### src/rtl/cl_stat_resp_bank.sv
// cl_stat_resp_bank
// Bank of independent stat-bus slave responders. Every channel acknowledges each
// accepted request after a fixed latency, serves a small register file and drives
// a registered 8-bit interrupt vector, so the shell never waits on an absent
// subsystem.
//
// Per-channel FSM states:
//   state   | meaning
//   --------+-------------------------------------------------------------
//   ST_IDLE | ready; a wr/rd strobe is captured and the latency timer loaded
//   ST_WAIT | latency timer counting down; new strobes are dropped
//   ST_ACK  | stat_ack high for one cycle, rdata driven, write committed
module cl_stat_resp_bank #(
    parameter int          NUM_CH     = 3,
    parameter int          ADDR_W     = 8,
    parameter int          ACK_LAT    = 1,
    parameter logic [31:0] ID_BASE    = 32'h0000_0000,
    parameter logic [31:0] CL_VERSION = 32'hee_ee_ee_00
) (
    input  logic                     clk,
    input  logic                     rst,
    input  logic [NUM_CH*ADDR_W-1:0] stat_addr,
    input  logic [NUM_CH-1:0]        stat_wr,
    input  logic [NUM_CH-1:0]        stat_rd,
    input  logic [NUM_CH*32-1:0]     stat_wdata,
    output logic [NUM_CH-1:0]        stat_ack,
    output logic [NUM_CH*32-1:0]     stat_rdata,
    output logic [NUM_CH*8-1:0]      stat_int
);

    localparam logic [3:0]  LAT_M1    = 4'(ACK_LAT - 1);
    localparam logic [7:0]  ADDR_ID   = 8'h00;
    localparam logic [7:0]  ADDR_VER  = 8'h04;
    localparam logic [7:0]  ADDR_SCR  = 8'h08;
    localparam logic [7:0]  ADDR_CNT  = 8'h0C;
    localparam logic [7:0]  ADDR_PEND = 8'h10;
    localparam logic [7:0]  ADDR_MASK = 8'h14;
    localparam logic [31:0] BAD_DATA  = 32'hBAAD_ADD0;

    typedef enum logic [1:0] {
        ST_IDLE = 2'd0,
        ST_WAIT = 2'd1,
        ST_ACK  = 2'd2
    } state_t;

    state_t state     [NUM_CH];
    state_t state_nxt [NUM_CH];

    logic [NUM_CH-1:0]             req;
    logic [NUM_CH-1:0]             capture;
    logic [NUM_CH-1:0]             drop;
    logic [NUM_CH-1:0]             in_ack;
    logic [NUM_CH-1:0]             commit;

    logic [NUM_CH-1:0][3:0]        cnt;
    logic [NUM_CH-1:0][ADDR_W-1:0] cap_addr;
    logic [NUM_CH-1:0][31:0]       cap_wdata;
    logic [NUM_CH-1:0]             cap_wr;
    logic [NUM_CH-1:0]             cap_rd;

    logic [NUM_CH-1:0]             hi_ok;
    logic [NUM_CH-1:0]             sel_id;
    logic [NUM_CH-1:0]             sel_ver;
    logic [NUM_CH-1:0]             sel_scr;
    logic [NUM_CH-1:0]             sel_cnt;
    logic [NUM_CH-1:0]             sel_pend;
    logic [NUM_CH-1:0]             sel_mask;
    logic [NUM_CH-1:0]             bad_addr;

    logic [NUM_CH-1:0][31:0]       scratch;
    logic [NUM_CH-1:0][31:0]       access_cnt;
    logic [NUM_CH-1:0][7:0]        int_pend;
    logic [NUM_CH-1:0][7:0]        int_mask;
    logic [NUM_CH-1:0][7:0]        int_out;
    logic [NUM_CH-1:0][7:0]        pend_set;
    logic [NUM_CH-1:0][7:0]        pend_clr;
    logic [NUM_CH-1:0][31:0]       rdata;

    assign req        = stat_wr | stat_rd;
    assign stat_ack   = in_ack;
    assign stat_rdata = rdata;
    assign stat_int   = int_out;

    // State register for every channel FSM.
    always_ff @(posedge clk) begin
        for (int c = 0; c < NUM_CH; c++) begin
            if (rst) begin
                state[c] <= ST_IDLE;
            end else begin
                state[c] <= state_nxt[c];
            end
        end
    end

    // Next-state logic: accept in IDLE, count in WAIT, single-cycle ACK; strobes outside IDLE are dropped.
    always_comb begin
        for (int c = 0; c < NUM_CH; c++) begin
            state_nxt[c] = state[c];
            capture[c]   = 1'b0;
            drop[c]      = 1'b0;
            in_ack[c]    = 1'b0;
            case (state[c])
                ST_IDLE: begin
                    if (req[c]) begin
                        capture[c]   = 1'b1;
                        state_nxt[c] = (ACK_LAT == 1) ? ST_ACK : ST_WAIT;
                    end
                end
                ST_WAIT: begin
                    drop[c] = req[c];
                    // Terminal count: this decrement takes the timer to zero.
                    if (cnt[c] == 4'd1) begin
                        state_nxt[c] = ST_ACK;
                    end
                end
                ST_ACK: begin
                    in_ack[c]    = 1'b1;
                    drop[c]      = req[c];
                    state_nxt[c] = ST_IDLE;
                end
                default: begin
                    state_nxt[c] = ST_IDLE;
                end
            endcase
        end
    end

    // Request capture and latency down-counter.
    always_ff @(posedge clk) begin
        if (rst) begin
            cnt       <= '0;
            cap_addr  <= '0;
            cap_wdata <= '0;
            cap_wr    <= '0;
            cap_rd    <= '0;
        end else begin
            for (int c = 0; c < NUM_CH; c++) begin
                if (capture[c]) begin
                    cnt[c]       <= LAT_M1;
                    cap_addr[c]  <= stat_addr[c*ADDR_W +: ADDR_W];
                    cap_wdata[c] <= stat_wdata[c*32 +: 32];
                    cap_wr[c]    <= stat_wr[c];
                    // A combined wr+rd is handled as a write and returns zero data.
                    cap_rd[c]    <= stat_rd[c] & ~stat_wr[c];
                end else if (state[c] == ST_WAIT) begin
                    cnt[c] <= cnt[c] - 4'd1;
                end
            end
        end
    end

    // Address decode of the captured request, read mux and interrupt set/clear terms.
    always_comb begin
        for (int c = 0; c < NUM_CH; c++) begin
            hi_ok[c]    = ((cap_addr[c] >> 8) == '0);
            sel_id[c]   = hi_ok[c] && (cap_addr[c][7:0] == ADDR_ID);
            sel_ver[c]  = hi_ok[c] && (cap_addr[c][7:0] == ADDR_VER);
            sel_scr[c]  = hi_ok[c] && (cap_addr[c][7:0] == ADDR_SCR);
            sel_cnt[c]  = hi_ok[c] && (cap_addr[c][7:0] == ADDR_CNT);
            sel_pend[c] = hi_ok[c] && (cap_addr[c][7:0] == ADDR_PEND);
            sel_mask[c] = hi_ok[c] && (cap_addr[c][7:0] == ADDR_MASK);
            bad_addr[c] = !(sel_id[c] || sel_ver[c] || sel_scr[c] ||
                            sel_cnt[c] || sel_pend[c] || sel_mask[c]);
            commit[c]   = in_ack[c] & cap_wr[c];

            rdata[c] = 32'h0;
            if (in_ack[c] && cap_rd[c]) begin
                if (sel_id[c]) begin
                    rdata[c] = ID_BASE | {28'h0, 4'(c)};
                end else if (sel_ver[c]) begin
                    rdata[c] = CL_VERSION;
                end else if (sel_scr[c]) begin
                    rdata[c] = scratch[c];
                end else if (sel_cnt[c]) begin
                    rdata[c] = access_cnt[c];
                end else if (sel_pend[c]) begin
                    rdata[c] = {24'h0, int_pend[c]};
                end else if (sel_mask[c]) begin
                    rdata[c] = {24'h0, int_mask[c]};
                end else begin
                    rdata[c] = BAD_DATA;
                end
            end

            // bit0: dropped strobe, bit1: unmapped address acked, bit2: wr+rd collision
            pend_set[c] = {5'b0,
                           capture[c] & stat_wr[c] & stat_rd[c],
                           in_ack[c] & bad_addr[c],
                           drop[c]};
            pend_clr[c] = (commit[c] && sel_pend[c]) ? cap_wdata[c][7:0] : 8'h00;
        end
    end

    // Register file: scratch, mask and the saturating access counter (write-clear wins).
    always_ff @(posedge clk) begin
        if (rst) begin
            scratch    <= '0;
            access_cnt <= '0;
            int_mask   <= '0;
        end else begin
            for (int c = 0; c < NUM_CH; c++) begin
                if (commit[c] && sel_scr[c]) begin
                    scratch[c] <= cap_wdata[c];
                end
                if (commit[c] && sel_mask[c]) begin
                    int_mask[c] <= cap_wdata[c][7:0];
                end
                if (commit[c] && sel_cnt[c]) begin
                    access_cnt[c] <= 32'h0;
                end else if (capture[c] && (access_cnt[c] != 32'hFFFF_FFFF)) begin
                    access_cnt[c] <= access_cnt[c] + 32'd1;
                end
            end
        end
    end

    // Interrupt pending (W1C, set beats clear) and the registered masked interrupt output.
    always_ff @(posedge clk) begin
        if (rst) begin
            int_pend <= '0;
            int_out  <= '0;
        end else begin
            for (int c = 0; c < NUM_CH; c++) begin
                int_pend[c] <= (int_pend[c] & ~pend_clr[c]) | pend_set[c];
                int_out[c]  <= int_pend[c] & int_mask[c];
            end
        end
    end

endmodule

### config.mk
export PLATFORM = sky130hd
export DESIGN_NAME = cl_stat_resp_bank
export DESIGN_NICKNAME = d
export VERILOG_FILES = /design/src/rtl/cl_stat_resp_bank.sv
export SDC_FILE = /design/constraint.sdc
export NUM_CORES = 1
export LEC_CHECK = 0
export CAP_MARGIN = 20
export CORE_ASPECT_RATIO = 2
export CORE_MARGIN = 1
export CORE_UTILIZATION = 30
export CTS_CLUSTER_DIAMETER = 150
export DETAILED_ROUTE_END_ITERATION = 6
export GPL_TIMING_DRIVEN = 1
export PLACE_DENSITY = 0.47
export RECOVER_POWER = 50
export SETUP_SLACK_MARGIN = 0.3
export SLEW_MARGIN = 30
export SYNTH_ARGS = -nofsm -noshare
export SYNTH_HDL_FRONTEND = slang
export SYNTH_SLANG_ARGS = --single-unit
export TNS_END_PERCENT = 1
### constraint.sdc
create_clock -name clk -period 2.4 [get_ports clk]
set_input_delay 0.24 -clock clk [delete_from_list [all_inputs] [get_ports clk]]
set_output_delay 0.24 -clock clk [all_outputs]
set_load 0.1 [all_outputs]
; Word level (Yosys, flattened, before mapping)
; Memories as Yosys holds them, arrays and structs flattened.
; Cells that the tools add are included.
[totals]
reg_bits = 402
mem_bits_rw = 6
in_bits = 128
output_inout_bits = 123
wordCells = 200
mem_count = 1
[memory_table]
columns = memory, words, word_bits, read_ports, rd_ports_with_merged_regs, write_ports, line_no
row1 = state, 3, 2, 3, 0, 3, 46  ; state_t state [NUM_CH];
[classes]
add_sub_neg = 6
eq_ne = 27
mux = 51
n_bitwise = 34
n_reduce_logical = 51
[op_table]
columns = op, count
row1 = $mux W32, 21
row2 = $add A32 B1 Y32 const B, 3
row3 = $ne A32 B32 Y1 const B, 3
row4 = $and A8 B8 Y8, 6
row5 = $eq A8 B4 Y1 const B, 6
row6 = $eq A8 B5 Y1 const B, 6
row7 = $eq A8 B3 Y1 const B, 3
row8 = $logic_not A8 Y1, 3
row9 = $mux W8, 3
row10 = $not A8 Y8, 3
row11 = $or A8 B3 Y8, 3
row12 = $logic_and A1 B1 Y1, 18
row13 = $mux W2, 9
row14 = $reduce_or A2 Y1, 9
row15 = $and A1 B1 Y1, 15
row16 = $logic_or A1 B1 Y1, 15
row17 = $mux W1, 15
row18 = $eq A4 B1 Y1 const B, 3
row19 = $pmux W2 S2, 3
row20 = $sub A4 B1 Y4 const B, 3
row21 = $eq A2 B1 Y1 const B, 3
row22 = $eq A2 B2 Y1 const B, 3
row23 = $logic_not A2 Y1, 3
row24 = $logic_not A1 Y1, 3
row25 = other kinds (3), 7

; Logic depth before layout (Yosys ltp)
; Gate-level depths: netlist of run 1.
[depth]
ltp_word = 9
ltp_mapped = 9

; Worst setup path before layout of run 1
; Ideal clock, no wire load.
[synth_path]
kind = reg-to-output
startpoint = mem state[1][1] (netlist name)
endpoint = out stat_rdata[32]
arrival_time_ps = 5931
t_required_ps = 2160
path_slack_ps = -3771
stages_incl_launch_ff = 3
cell_sequence = dfxtp_1 > nand2_1 > a2111oi_0
[synth_lines]
columns = item, line_no
row1 = from (decl), 46
row2 = to (decl), 27  ; output logic [NUM_CH*32-1:0] stat_rdata,

; Final worst setup path of run 1
[layout_path]
startpoint = reg cap_addr[6] (netlist name)
endpoint = out stat_rdata[6]
[layout_via]
elab_chain_len = 8
elab_cells_between_ends = 13
[layout_rtl]
columns = item, line_no
row1 = from (decl), 56  ; logic [NUM_CH-1:0][ADDR_W-1:0] cap_addr;
row2 = "from (signal, indexed assignment)", 140  ; cap_addr[c] <= stat_addr[c*ADDR_W +: ADDR_W];
row3 = $eq A8 B5 Y1, 161  ; sel_mask[c] = hi_ok[c] && (cap_addr[c][7:0] == ADDR_MASK);
row4 = $mux W32, 178  ; end else if (sel_mask[c]) begin
row5 = $mux W32, 176  ; end else if (sel_pend[c]) begin
row6 = $mux W32, 174  ; end else if (sel_cnt[c]) begin
row7 = $mux W32, 172  ; end else if (sel_scr[c]) begin
row8 = $mux W32, 170  ; end else if (sel_ver[c]) begin
row9 = $mux W32 *, 168  ; if (sel_id[c]) begin
row10 = $mux W32 *, 167  ; if (in_ack[c] && cap_rd[c]) begin
; Every way passes the cells marked *; elsewhere a longest branch is shown, timed or not.

==> results by group, run 1 <==
Run status
  – Status: finished with violations
  – Failing checks: negative setup slack

Power
  – Combinational power share: 0.128
  – Internal power: 11.13 mW
  – Leakage: 8.827 nW
  – Peak VDD IR: 0.5678 mV
  – Switch share: 0.2683
  – Power share of the clock group: 0.421
  – NetSw: 4.082 mW
  – P per Cell Area: 605.0 nW/um^2
  – Sequential share of power: 0.451

Timing
  – Period utilisation layout: 1.202
  – Peak Freq: 0.3466 GHz
  – Rel. slew slack: 0.1012
  – Worst-margin pin slew: 1348 ps
  – Worst setup margin: -484.9 ps
  – Worst hold slack: 211.1 ps
  – Clock period minus worst slack: 2885 ps
  – Fin. Hold Viols: 0
  – Fin. max-slew vios: 0
  – Final worst clock skew: 25.90 ps
  – Final setup vio count: 125
  – RSZ-0062 raised after global routing: yes

Clock network
  – Worst-path clk slew: 60 ps
  – Post-CTS Hold Fix Bufs: 0
  – Root Driver: clkbuf_16
  – Clk buf depth: 3
  – Clk Latency, worst-skew pair: 570 ps
  – CTS tree: done
  – Sink Count: 393
  – Total CTS buffers: 41
  – H-tree Lvls: 2

Routing
  – Wirelength per Cell: 20.58 um
  – Vias per cell: 5.201
  – Drt total wl: 68,620 um
  – Number of DRC markers in iteration 0: 945
  – DR DRC count: 0
  – Drt first pass iters: 7
  – Post-route ant nets: 0
  – Via count: 17,350

Cells and area
  – Layout Area Growth over Synthesis: 44.57%
  – Final core occ: 0.4393
  – Design Area, Final: 25,150 um^2
  – Fraction of layout instances using a drive strength above 1: 0.2305
  – Final nets: 2,681

Placement
  – Post-placement cell area: 23,380 um^2
  – IO Port Bufs: 250
  – DP HPWL: 52,660 um
  – RD Place Congestion: 0.9401

Setup path
  – Reg2Reg Depth: 5
  – CP startpoint: cap_addr[6]
  – CP arrival: 2640 ps
  – Top cell by count, worst path: buf_4
  – CP max stage cell: or4_4
  – Reg2Reg Launch Point: state[1][1]
  – Worst setup path end: stat_rdata[6]
  – Crit. End Element: output pin
  – RR Endpoint: cap_wdata[62]
  – Flop2flop setup slack: 40 ps
  – Cell Chain, Critical Path: or4_4, buf_6, nor4_4, buf_4, nand2_2, a222oi_1, buf_4, nor2_4, buf_12
  – Startpoint Class: register
  – Worst EP required: 2160 ps
  – Critical path class: register to output pin
  – Max stage delay on crit path: 540 ps
  – Worst Path Max Fanout: 6

Die
  – Die Wd: 172.3 um
  – Row count: 124
  – Starting Density: 0.3039
  – # IOs: 251
  – Die footprint: 59,010 um^2
  – CORE AREA: 57,250 um^2
  – Die Y-Extent: 342.5 um

Yosys
  – Ys Warns: 0
  – List of most frequent post-synthesis cells: 557 x nand2_1, 393 x dfxtp_1, 360 x a21oi_1
  – Yosys top cell by area: dfxtp_1
  – Sequential area share after synthesis: 0.4523
  – EDFF count, synth: 0
  – Synthesized flop and latch total: 393
  – Main synth FF type: dfxtp_1
  – Unique masters post-synth: 78
  – Synth area leaders: dfxtp_1 45%, nand2_1 12%, a21oi_1 10%
  – Syn avg cell area: 7.832 um^2
  – Post-synth ARST share: 0
  – Synth Net Count: 2,352
  – Synth Cell Area: 17,400 um^2
  – Top cell type's share of synthesized area: 0.4523
  – Synthesized instance count: 2,221
  – Count leader, synth: nand2_1

Global routing
  – GRT Util Overall: 0.2349
  – Initial antenna violation count: 10
  – Grt total ovfl: 0
  – First-pass GRT wire length: 103,700 um
  – Largest net degree at the start of global routing: 154
  – Vias in the first global route: 17,530

Hold path
  – Type of the tightest min-delay check: input pin to register
  – Hold Path Depth: 3

Run
  – Max Cap Viol: 0
-- registers in the layout, indices dropped and copies added (netlist names) --
name and cells:
access_cnt 96, cap_wdata 96, scratch 96, cap_addr 24, int_mask 24, int_pend 24, stat_int 24, cap_rd 3
cap_wr 3, state 3
-- how the worst min path moves through the flow --
stage,from,to
after floorplan,stat_addr[16],cap_addr[16]
after global placement,int_pend[5],int_pend[5]
after detailed placement,int_pend[5],int_pend[5]
after CTS,rst,cap_addr[18]
after global routing,stat_addr[8],cap_addr[8]
final,stat_addr[6],cap_addr[6]
-- power groups by stage --
stage	Clock [mW]	Sequential, mW	Combinational (mW)
after CTS	6.61	6.86	1.97
after global placement	0	7.00	1.89
after global routing	6.86	6.88	2.11
after floorplan	0	6.98	1.07
final	6.40	6.86	1.95
after detailed placement	0	7.00	1.90
-- worst max-delay path: cells and delay by family, from the launching register on --
kind / cells / cell delay (ps)
AND/OR/NAND/NOR: 4 / 770
AO/OA/AOI/OAI: 1 / 310
flip-flops: 1 / 330
buffers and inverters: 4 / 670
-- routing by layer --
metal | vias up | wire length, um | GRT usage
li1 | 8451 | - | -
met1 | 8257 | 22590 | 0.2157
met2 | 445 | 38150 | 0.4601
met3 | 177 | 3279 | 0.04349
met4 | 16 | 4508 | 0.1477
met5 | - | 91 | 0
-- through the flow --
step	setup TNS, ps	std cells	setup WS [ps]	total power [mW]
after floorplan	-21670	2221	-371.4	8.049
after global placement	-182.1	3258	-68.24	8.891
after detailed placement	-53.29	3258	-28.18	8.907
after CTS	-32560	3332	-483.6	15.45
after global routing	-63590	3334	-605.0	15.85
final	-32230	3335	-484.9	15.22
-- layout make-up --
| type | instances | area, um^2 |
|---|---|---|
| Clock buffer | 60 | 1200 |
| Timing Repair Buffer | 440 | 4952 |
| Clock inverter | 10 | 111.4 |
| Inverter | 18 | 67.56 |
| Fill cell | 5677 | 32100 |
| Sequential cell | 393 | 7925 |
| Multi-Input combinational cell | 1656 | 9941 |
| Antenna cell | 2 | 5.005 |
| Tap cell | 756 | 945.9 |
-- cell usage in the layout (no fill, tap or decap), types with 34 or more instances in the layout --
cell type and count:
buf_12 111, buf_4 150, nand3_1 37, dfxtp_1 363, mux2_2 34, a21oi_1 313
nand2_1 551, o21ai_0 77, clkbuf_16 43, nor2_1 93, and3_1 39, clkbuf_1 39
clkdlybuf4s50_1 125, mux2i_1 34, nand4_1 34
-- cell families after synthesis --
family	after synthesis	share of synthesized area
simple gates	979	0.2581
compound gates	579	0.1915
buf+inv	172	0.04071
flops	393	0.4523
fa+ha+maj	3	0.002158
xor+xnor	26	0.01309
mux	69	0.04215
-- repair_timing --
action | in CTS | in global routing
cloned | 1 | 0
pin swaps | 18 | 18
resized for setup | 83 | 65
buffers inserted | 3 | 1
endpoints found under the setup margin | 249 | 244
hold endpoints to repair | 0 | 0
Note: power is estimated with default switching activity, not from simulation.
==> inputs of run 2 (changes only) <==
--- a/config.mk
+++ b/config.mk
@@ -12,7 +12,6 @@
 export CTS_CLUSTER_DIAMETER = 150
 export DETAILED_ROUTE_END_ITERATION = 6
 export GPL_TIMING_DRIVEN = 1
-export PLACE_DENSITY = 0.47
 export RECOVER_POWER = 50
 export SETUP_SLACK_MARGIN = 0.3
 export SLEW_MARGIN = 30
==> run 2 against run 1 <==
Compared with the run above: the run ends with max-capacitance violations, max-slew violations, negative setup slack left; clock-buffer cell count shrank 9; core utilization down 0.46 points; maximum frequency down 0.28%; worst hold slack better by 6.7 ps; wire length is 5.1% lower; cell count shrank 0.78%; critical endpoint is now stat_rdata[92]; highest routed layer unchanged.
==> results by group, run 2 (same netlist as run 1, synthesis figures left out) <==
Global routing
  – First-pass GRT wire length: 98,330 um (-5.2%)
  – Vias in the first global route: 17,420 (-0.64%)
  – Largest net degree at the start of global routing: 204 (+32%)
  – Grt total ovfl: 0 (unchanged)
  – Initial antenna violation count: 12 (+2)
  – GRT Util Overall: 0.2187 (-0.01618)

Setup path
  – Critical path class: register to output pin
  – Cell Chain, Critical Path: or4_4, buf_4, or3_4, buf_4, o21ai_0, buf_4, a21oi_4, buf_12
  – Max stage delay on crit path: 540 ps (about the same)
  – CP arrival: 2650 ps (about the same)
  – Crit. End Element: output pin
  – Cell family with most CP delay: simple AND/OR/NAND/NOR gates
  – Startpoint Class: register
  – Worst path bufs/invs: 4 (unchanged)
  – Top cell by count, worst path: buf_4
  – Worst Path Max Fanout: 5 (-1)
  – Worst EP required: 2160 ps (about the same)
  – CP max stage cell: or4_4

Routing
  – DR DRC count: 0 (unchanged)
  – Number of DRC markers in iteration 0: 956 (+1.2%)
  – Wirelength per Cell: 19.68 um (-4.4%)
  – Drt first pass iters: 7 (unchanged)
  – Vias per cell: 5.257 (+1.1%)
  – Post-route ant nets: 0 (unchanged)
  – Via count: 17,390 (+0.28%)
  – Drt total wl: 65,110 um (-5.1%)

Power
  – Leakage: 8.785 nW (-0.48%)
  – P per Cell Area: 617.7 nW/um^2 (+2.1%)
  – Total chip power: 15.37 mW (+1.0%)
  – Peak VDD IR: 0.5379 mV (-5.3%)

Timing
  – RSZ-0062 raised after global routing: yes
  – Fin. max-slew vios: 204 (+204)
  – Fin Setup TNS: -32,260 ps (-33.10 ps)
  – Peak Freq: 0.3457 GHz (-0.28%)
  – Rel. slew slack: -0.5776 (-0.6788)
  – Final worst clock skew: 23.34 ps (-2.559 ps)
  – Fin. Hold Viols: 0 (unchanged)
  – Clock period minus worst slack: 2893 ps (+8.094 ps)
  – Worst-margin pin slew: 2366 ps (+1018 ps)
  – Final setup vio count: 96 (-23%)
  – Worst hold slack: 217.8 ps (+6.723 ps)
  – Worst setup margin: -493.0 ps (-8.094 ps)
  – Period utilisation layout: 1.205 (+0.003373)

Die
  – # IOs: 251 (unchanged)
  – Die Y-Extent: 342.5 um (unchanged)
  – Die footprint: 59,010 um^2 (unchanged)
  – Die Wd: 172.3 um (unchanged)
  – Starting Density: 0.3039 (unchanged)
  – Row count: 124 (unchanged)
  – CORE AREA: 57,250 um^2 (unchanged)

Run status
  – Status: finished with violations
  – Failing checks: max-capacitance violations, max-slew violations, negative setup slack

Clock network
  – Worst-path clk slew: 70 ps (about the same)
  – Root Driver: clkbuf_16
  – H-tree Lvls: 2 (unchanged)
  – Post-CTS Hold Fix Bufs: 0 (unchanged)
  – Total CTS buffers: 39 (-4.9%)
  – Clk Latency, worst-skew pair: 570 ps (about the same)
  – Clk buf depth: 3 (unchanged)
  – Sink Count: 393 (unchanged)
  – CTS tree: done

Cells and area
  – Commonest non-fill, non-tap cell in the layout: nand2_1
  – # fillers: 5,571 (-1.9%)
  – Largest regs: access_cnt x96, cap_wdata x96, scratch x96
  – Layout Area Growth over Synthesis: 43.06%
  – Final nets: 2,654 (-1.0%)
  – Fraction of layout instances using a drive strength above 1: 0.2220 (-0.008540)
  – Commonest cells after routing, fill and taps aside: 555 x nand2_1, 377 x dfxtp_1, 314 x a21oi_1

Run
  – Max Cap Viol: 1 (+1)

Placement
  – RD Place Congestion: 0.9317 (-0.89%)
  – IO Port Bufs: 250 (unchanged)
  – DP HPWL: 49,840 um (-5.4%)
  – Worst Setup Slack post-DPL: 26.63 ps (+54.81 ps)

Hold path
  – Type of the tightest min-delay check: input pin to register
[run 2: routing by layer]
metal	part of all wire	GRT usage	wire, um	vias up
met5	0.0018	0	115	-
met4	0.064	0.1326	4151	18
met3	0.065	0.05179	4246	179
met2	0.52	0.4083	34110	580
met1	0.35	0.2130	22480	8241
li1	-	-	-	8376
[run 2: cell type report]
cell class	instances	area, um^2	share of cell area
Antenna cell	3	7.507	0.0003017
Clock buffer	51	1081	0.04344
Clock inverter	17	296.5	0.01192
Inverter	18	67.56	0.002715
Multi-Input combinational cell	1656	9847	0.3957
Sequential cell	393	7895	0.3173
Tap cell	756	945.9	0.03801
Timing Repair Buffer	415	4745	0.1907
[run 2: path summary, 6_finish.rpt]
kind                                  endpoint  slack [ps]           start  depth (start not counted)
worst max-delay path            stat_rdata[92]        -490    cap_addr[22]                          8
worst min-delay path             cap_wdata[32]         220  stat_wdata[32]                          3
worst max register to register     scratch[89]          10    cap_addr[22]                          8
worst min register to register     scratch[44]         450   cap_wdata[44]                          2
[run 2: tightest hold or removal path, cell delays in order]
cell and delay [ps]:
clkdlybuf4s50_1 390, nand2_1 60, a21oi_1 50
[run 2: per-stage QoR]
| stage | utilization | std cells | instance area, um^2 |
|---|---|---|---|
| after floorplan | - | 2221 | 18100 |
| after global placement | 0.4051 | 3238 | 23190 |
| after detailed placement | 0.4051 | 3238 | 23190 |
| after CTS | 0.4339 | 3306 | 24840 |
| after global routing | 0.4345 | 3306 | 24880 |
| final | 0.4347 | 3309 | 24890 |
[run 2: repair_timing]
item,CTS,global route
cloned,0,0
buffers inserted,0,0
endpoints found under the setup margin,240,271
pin swaps,5,10
gates resized for setup,63,49
[run 2: power breakdown]
group	switching (mW)	internal, mW	leakage (nW)	total, mW
sequential	0.177	6.71	3.20	6.88
combinational	1.14	0.733	4.92	1.88
clock	2.74	3.87	0.661	6.61
total	4.06	11.3	8.79	15.4
